[src/rtl/vectored_int_ctrl_pkg.sv]
// Shared types and defaults for the vectored interrupt controller.
package vectored_int_ctrl_pkg;

  typedef enum logic [1:0] {
    ST_IDLE    = 2'd0,
    ST_REQ     = 2'd1,
    ST_SERVICE = 2'd2
  } int_state_t;

  localparam logic [31:0] VEC_BASE_DEF  = 32'h0000_0080;
  localparam int          VEC_SHIFT_DEF = 3;
  localparam int          N_IRQ_MAX     = 8;

  // Width of an index into n request lines (at least one bit).
  function automatic int idx_width(input int n);
    return (n > 1) ? $clog2(n) : 1;
  endfunction

endpackage

[src/rtl/vectored_int_ctrl_prio_enc.sv]
// Lowest-index-first priority encoder: line 0 has the highest priority.
module vectored_int_ctrl_prio_enc
  import vectored_int_ctrl_pkg::*;
#(
  parameter int N  = 4,
  parameter int IW = idx_width(N)
) (
  input  logic [N-1:0]  req,
  output logic [IW-1:0] idx,
  output logic          valid
);

  // Scan from the top down so the lowest set index is the last one written.
  always_comb begin
    idx   = '0;
    valid = 1'b0;
    for (int i = N - 1; i >= 0; i--) begin
      if (req[i]) begin
        idx   = IW'(i);
        valid = 1'b1;
      end
    end
  end

endmodule

[src/rtl/vectored_int_ctrl.sv]
// Prioritized vectored interrupt controller feeding the core's interrupt
// encoder. Owns pending/enable bits, EPC and the in-service status.
//
//   state      | meaning
//   -----------+-----------------------------------------------------------
//   ST_IDLE    | no request outstanding; picks the best eligible line
//   ST_REQ     | int_req high, idx and vector frozen until ack or disable
//   ST_SERVICE | handler running, status_bit high, waits for eret
module vectored_int_ctrl
  import vectored_int_ctrl_pkg::*;
#(
  parameter int          N_IRQ     = 4,
  parameter logic [31:0] VEC_BASE  = VEC_BASE_DEF,
  parameter int          VEC_SHIFT = VEC_SHIFT_DEF
) (
  input  logic             clk,
  input  logic             reset,
  input  logic [N_IRQ-1:0] irq,
  input  logic             ien_we,
  input  logic [N_IRQ-1:0] ien_wd,
  output logic             int_req,
  output logic [31:0]      vector,
  input  logic             int_ack,
  input  logic [31:0]      pc_ret,
  input  logic             eret,
  output logic [31:0]      epc,
  output logic             status_bit,
  output logic [N_IRQ-1:0] pending,
  output logic [N_IRQ-1:0] ien
);

  localparam int IW = idx_width(N_IRQ);

  if (N_IRQ < 1 || N_IRQ > N_IRQ_MAX) begin : g_bad_n_irq
    $error("vectored_int_ctrl: N_IRQ out of range");
  end

  int_state_t       state, state_nxt;
  logic [N_IRQ-1:0] irq_q;
  logic [N_IRQ-1:0] irq_edge;
  logic [N_IRQ-1:0] eligible;
  logic [N_IRQ-1:0] clr_mask;
  logic [IW-1:0]    sel_idx;
  logic             sel_valid;
  logic [31:0]      sel_vec;
  logic [IW-1:0]    idx_q;
  logic             latch_sel;
  logic             take_ack;

  assign irq_edge = irq & ~irq_q;
  assign eligible = pending & ien;

  vectored_int_ctrl_prio_enc #(
    .N  (N_IRQ),
    .IW (IW)
  ) u_prio_enc (
    .req   (eligible),
    .idx   (sel_idx),
    .valid (sel_valid)
  );

  assign sel_vec  = VEC_BASE + (32'(sel_idx) << VEC_SHIFT);
  assign clr_mask = take_ack ? (N_IRQ'(1) << idx_q) : '0;

  assign int_req    = (state == ST_REQ);
  assign status_bit = (state == ST_SERVICE);

  // irq_q keeps tracking irq through reset so a line already high when
  // reset releases is not mistaken for a fresh event.
  always_ff @(posedge clk) begin
    irq_q <= irq;
  end

  // State register plus the pending/enable/vector/EPC storage.
  always_ff @(posedge clk) begin
    if (reset) begin
      state   <= ST_IDLE;
      pending <= '0;
      ien     <= '0;
      idx_q   <= '0;
      vector  <= '0;
      epc     <= '0;
    end else begin
      state   <= state_nxt;
      // A new edge on the line being acknowledged wins over the clear.
      pending <= (pending & ~clr_mask) | irq_edge;
      if (ien_we) begin
        ien <= ien_wd;
      end
      if (latch_sel) begin
        idx_q  <= sel_idx;
        vector <= sel_vec;
      end
      if (take_ack) begin
        epc <= pc_ret;
      end
    end
  end

  // Next-state logic; ack takes precedence over a disable of the same line.
  always_comb begin
    state_nxt = state;
    latch_sel = 1'b0;
    take_ack  = 1'b0;
    case (state)
      ST_IDLE: begin
        if (sel_valid) begin
          state_nxt = ST_REQ;
          latch_sel = 1'b1;
        end
      end
      ST_REQ: begin
        if (int_ack) begin
          state_nxt = ST_SERVICE;
          take_ack  = 1'b1;
        end else if (!ien[idx_q]) begin
          state_nxt = ST_IDLE;
        end
      end
      ST_SERVICE: begin
        if (eret) begin
          state_nxt = ST_IDLE;
        end
      end
      default: begin
        state_nxt = ST_IDLE;
      end
    endcase
  end

endmodule

[config.mk]
export PLATFORM = sky130hd
export DESIGN_NAME = vectored_int_ctrl
export DESIGN_NICKNAME = d
export VERILOG_FILES = /design/src/rtl/vectored_int_ctrl_pkg.sv /design/src/rtl/vectored_int_ctrl_prio_enc.sv /design/src/rtl/vectored_int_ctrl.sv
export SDC_FILE = /design/constraint.sdc
export NUM_CORES = 1
export LEC_CHECK = 0
export BUFFER_PORTS_ARGS = -buffer_cell sky130_fd_sc_hd__buf_2
export CORE_AREA = 2 2 56 97
export DETAILED_ROUTE_END_ITERATION = 8
export DIE_AREA = 0 0 58 99
export GPL_TIMING_DRIVEN = 0
export PLACE_DENSITY_LB_ADDON = 0.25
export REMOVE_ABC_BUFFERS = 1
export SYNTH_ARGS = -nofsm -noshare
export SYNTH_HDL_FRONTEND = slang
export SYNTH_SLANG_ARGS = --single-unit
[constraint.sdc]
create_clock -name clk -period 1.6 [get_ports clk]
set_input_delay 0.24 -clock clk [delete_from_list [all_inputs] [get_ports clk]]
set_output_delay 0.24 -clock clk [all_outputs]
set_load 0.02 [all_outputs]
# After elaboration in Yosys (flattened, before gate mapping)
# Index checks and enable logic that the tools add are counted.
# classes
n_reduce_logical	2
bitwise_logic	6
magnitude_cmp	1
div	0
multipliers	0
n_mux	20
addsub	1
n_eq_ne	5
n_shift	1
# ops
op	count
2-bit 2-to-1 mux	8
4-bit bitwise AND	3
8-bit by 5-bit adder with 9-bit output (first input constant)	1
1-bit 2-to-1 mux	9
4-bit inverter	2
2-bit one-hot mux with 3 select lines	1
4-bit 2-to-1 mux	1
2-bit != test (second input constant)	2
4-bit OR	1
1-bit by 2-bit << shifter with 4-bit output (first input constant)	1
2-bit by 3-bit less-than comparator with 1-bit output (second input constant)	1
3-bit != test (second input constant)	1
3-bit AND reduction	1
1-bit binary-select mux with 2-bit select	1
2-bit by 1-bit equality test with 1-bit output (second input constant)	1
2-bit equality test (second input constant)	1
2-bit zero test	1
# word_totals
ramBits	0
rom_bits	0
ff_bits	80
mem_count	0
latchBits	0

# Depth between registers and ports, before layout
# depth
depth_word	7
depth_mapped	5

# Cells and area by module
# From an unflattened synthesis, not the netlist that was laid out.
# hier_totals
hier_cells	243
area_unflattened_um2	2020.7
# modules_own_cells
mod	n_inst	area_per_inst_um2	cells_per_inst	seq_area_each_um2
vectored_int_ctrl	1	1985.7	236	980.9
vectored_int_ctrl_prio_enc	1	35.0	7	0.0

# Least setup slack after synthesis
# OpenSTA, ideal clock, no wires.
# synth_path
kind	flip-flop to flip-flop
startpoint	register idx_q[0]
endpoint	register state[0]
synth_period_minus_slack_ps	1338
setup_slack_ps	262
t_arrival_ps	1222
stages_incl_launch_ff	4
cell_sequence	dfxtp_1 mux4_2 nand3_2 o21ai_2
# synth_between
elab_chain_len	4
# synth_rtl
element	line_no	text
from (decl)	vectored_int_ctrl.sv:46	logic [IW-1:0] idx_q;
from (signal assigned)	vectored_int_ctrl.sv:91	idx_q <= sel_idx;
1-bit binary-select mux with 2-bit select	vectored_int_ctrl.sv:116	end else if (!ien[idx_q]) begin
1-bit 2-to-1 mux (implied by the code)	vectored_int_ctrl.sv:116	
3-bit != test (no line)	-	
3-bit AND reduction (no line)	-	
to (signal assigned)	vectored_int_ctrl.sv:84	state <= state_nxt;
to (decl)	vectored_int_ctrl.sv:38	int_state_t state, state_nxt;
# No other way between the ends. The select of a mux whose other input is x is not followed.
# A chain may end at the register's enable or synchronous reset.

# Worst setup path after layout
# layout_path
startpoint	register state[0]
endpoint	register pending[2]
# layout_between
elab_chain_len	6
# layout_rtl
element	line_no	text
2-bit by 1-bit equality test with 1-bit output	vectored_int_ctrl.sv:105	case (state)
1-bit 2-to-1 mux	vectored_int_ctrl.sv:105	
4-bit 2-to-1 mux	vectored_int_ctrl.sv:63	assign clr_mask = take_ack ? (N_IRQ'(1) << idx_q) : '0;
4-bit inverter	vectored_int_ctrl.sv:86	pending <= (pending & ~clr_mask) | irq_edge;
4-bit bitwise AND	vectored_int_ctrl.sv:86	
4-bit OR	vectored_int_ctrl.sv:86	
to (signal assigned)	vectored_int_ctrl.sv:86	
to (decl)	vectored_int_ctrl.sv:28	output logic [N_IRQ-1:0] pending,
# No other way between the ends.

==> results.ini <==
[placement]
portBuffers = 89
pre_cts_ws_ps = -294.4
gp_congestion = 0.7682
hpwl_um = 2984

[synth]
synthCells = 235
ys.flop_type = dfxtp_1
synth_top_family_by_area = simple AND/OR/NAND/NOR gates
synthArstFlopShare_pct = 0
yosysWarnings = 0
ys_ff_latch = 49
yosys.area_share.simple_pct = 18.25
synth-xor-area-share_pct = 0
synth_compound_area_share_pct = 14.96
synth_cell_types = 32
synth-seq-area-share_pct = 47.86
avgSynthCellArea_um2 = 8.721
synth-edff-count = 0
synth_fa_ha_area_share_pct = 0
syn_area_um2 = 2049
muxShareOfSynthArea_pct = 3.053

[layout]
multi_input_area_um2 = 860.8
synthToLayoutAreaGrowth_pct = 20.21
nNetsFinal = 362
fillCellCount = 508
layout-drive-gt1-share_pct = 35.22
seq_area_um2 = 980.9
antenna_cells = 0

[sta]
finalCritPeriodShare_pct = 86.14
hold_viol = 0
fin_ws_ps = 221.8
drv_slew = 0
fin_crit_ps = 1378
fin_skew_ps = 3.916
max_freq_ghz = 0.7256
rsz0062_at_grt = false
tightestPinTransition_ps = 954.0
slew-limit-headroom_pct = 36.40
setup_violations = 0
hold_ws_ps = 60.06
fin_tns_setup_ps = 0

[floorplan]
die_x_um = 58
core_region_area_um2 = 4935
die_y_um = 99
fp-row-count = 34
die_area_um2 = 5742
pin_count = 119
start_util_pct = 41.53

[drt]
postRouteAntennaNets = 0
wire_per_inst_um = 11.22
num_vias = 1687
post-route-drc-count = 0
dr.pass1.iters = 4
via_per_inst = 4.535
drtIter0Drc = 28
wl_um = 4172

[global_route]
grtUsageTotal_pct = 14.42
overflow = 0
grt_max_degree = 48
antenna_found_initial = 0
grt_pass1_vias = 1508
grt_pass1_wl_um = 6520

[clock_network]
cts_buffer_depth = 2
cts-htree-levels = 2
root_buffer = clkbuf_8
cts_tree = built
numCtsBuffers = 5
clock_latency_ps = 290
clk_pin_slew_ps = 80
clock_sinks = 49
cts-hold-fix-buffers = 0

[outcome]
status = complete, no violations

[min_path]
holdPathStages = 1
hold_class = in -> reg
hp-start = irq[1]
whs_endpoint = irq_q[1]

[pwr]
power_leakage_nw = 1.157
ir_drop_mv = 0.6553
p_per_area_nw_per_um2 = 954.6
total_power_w = 0.002352

[setup_path]
cp.arrival_ps = 1510
endpoint_kind = flop
critPathLaunch = state[0]
path_class = reg -> reg
slowest_stage = dfxtp_1
r2r-start = state[0]
reg2reg_to = pending[2]
slowest_delay_ps = 380
rrSetupSlack_ps = 220
required_ps = 1740
reg2regPathDepth = 4
setup.worst_path.start_class = flop
crit_buf_inv = 0
crit_family = simple AND/OR/NAND/NOR gates
path_cells = nor2b_4 -> nand2_4 -> o31ai_1 -> a21oi_1
crit_fanout = 35

[flow_run]
cap_violations = 0

==> cells in the final DEF (no fill, tap or decap), types with 2 or more instances in the layout <==
master,netlist,layout
a21oi_2,8,8
nand2b_1,5,5
mux2i_1,4,4
nand2_4,1,2
dfxtp_1,49,49
buf_2,5,89
a21oi_1,31,31
o31ai_1,2,2
nor2_1,8,8
o21ai_1,2,2
inv_1,2,2
clkbuf_8,0,7
conb_1,1,29
a22o_1,2,2
nand2_1,65,65
==> how the worst max path moves through the flow <==
stage | end | depth (start not counted) | slack (ps)
6_report | pending[2] | 4 | 220
2_1_floorplan | pending[1] | 4 | 130
3_5_place_dp | pending[3] | 4 | -290
5_1_grt | pending[3] | 4 | 80
3_3_place_gp | pending[3] | 4 | -300
4_1_cts | pending[3] | 4 | 100
==> registers in the layout (all words and copies together) (netlist names) <==
name,cells
epc,32
vector,2
state,2
ien,4
pending,4
idx_q,1
irq_q,4
==> cell families after synthesis <==
| group | count (synthesis) |
|---|---|
| multiplexers | 5 |
| AO/OA/AOI/OAI | 50 |
| other | 1 |
| buffers and inverters | 44 |
| AND/OR/NAND/NOR | 86 |
| flip-flops | 49 |
==> timing repair <==
item	in CTS	in global routing
endpoints found under the setup margin	36	1
hold endpoints to repair	0	0
buffers inserted	0	0
resized for setup	2	1
==> per-layer routing <==
layer / global-route usage (%) / vias up / share of wire [%]
met3: 2.756 / 10 / 6.2
met1: 14.71 / 743 / 38
met2: 27.45 / 71 / 53
met4: 5.725 / 0 / 2.1
li1: - / 863 / -
met5: 0 / - / 0
==> metrics by stage <==
stage / area, um2 / std cells / utilization, %
floorplan: 1841 / 221 / -
global placement: 2354 / 364 / 47.69
detailed placement: 2354 / 364 / 47.69
CTS: 2461 / 372 / 49.87
global route: 2464 / 372 / 49.92
finish: 2464 / 372 / 49.92
==> layout make-up <==
cell class	count	share of cell area, %
clock buffer	7	3.911
clock inverter	1	0.2031
inverter	2	0.3047
multi-input combinational	170	34.94
sequential	49	39.82
tap	54	2.743
timing repair buffer	89	18.08
==> Yosys cell counts (3+ instances only) <==
cell type / count / share of area (%)
mux2i_1: 4 / 2.0
buf_2: 5 / 1.2
buf_8: 3 / 2.2
a21oi_1: 31 / 7.6
nor2_1: 8 / 1.5
buf_4: 29 / 11
nand2_1: 65 / 12
nand2b_1: 5 / 1.5
a21oi_2: 8 / 3.4
dfxtp_1: 49 / 48
==> report_power, final <==
group          leakage, nW  internal [W]  switching (W)
clock network       0.0542      0.000391       0.000377
logic                0.704     0.0000995       0.000198
registers            0.399       0.00126      0.0000283
(Power assumes the default switching activity.)
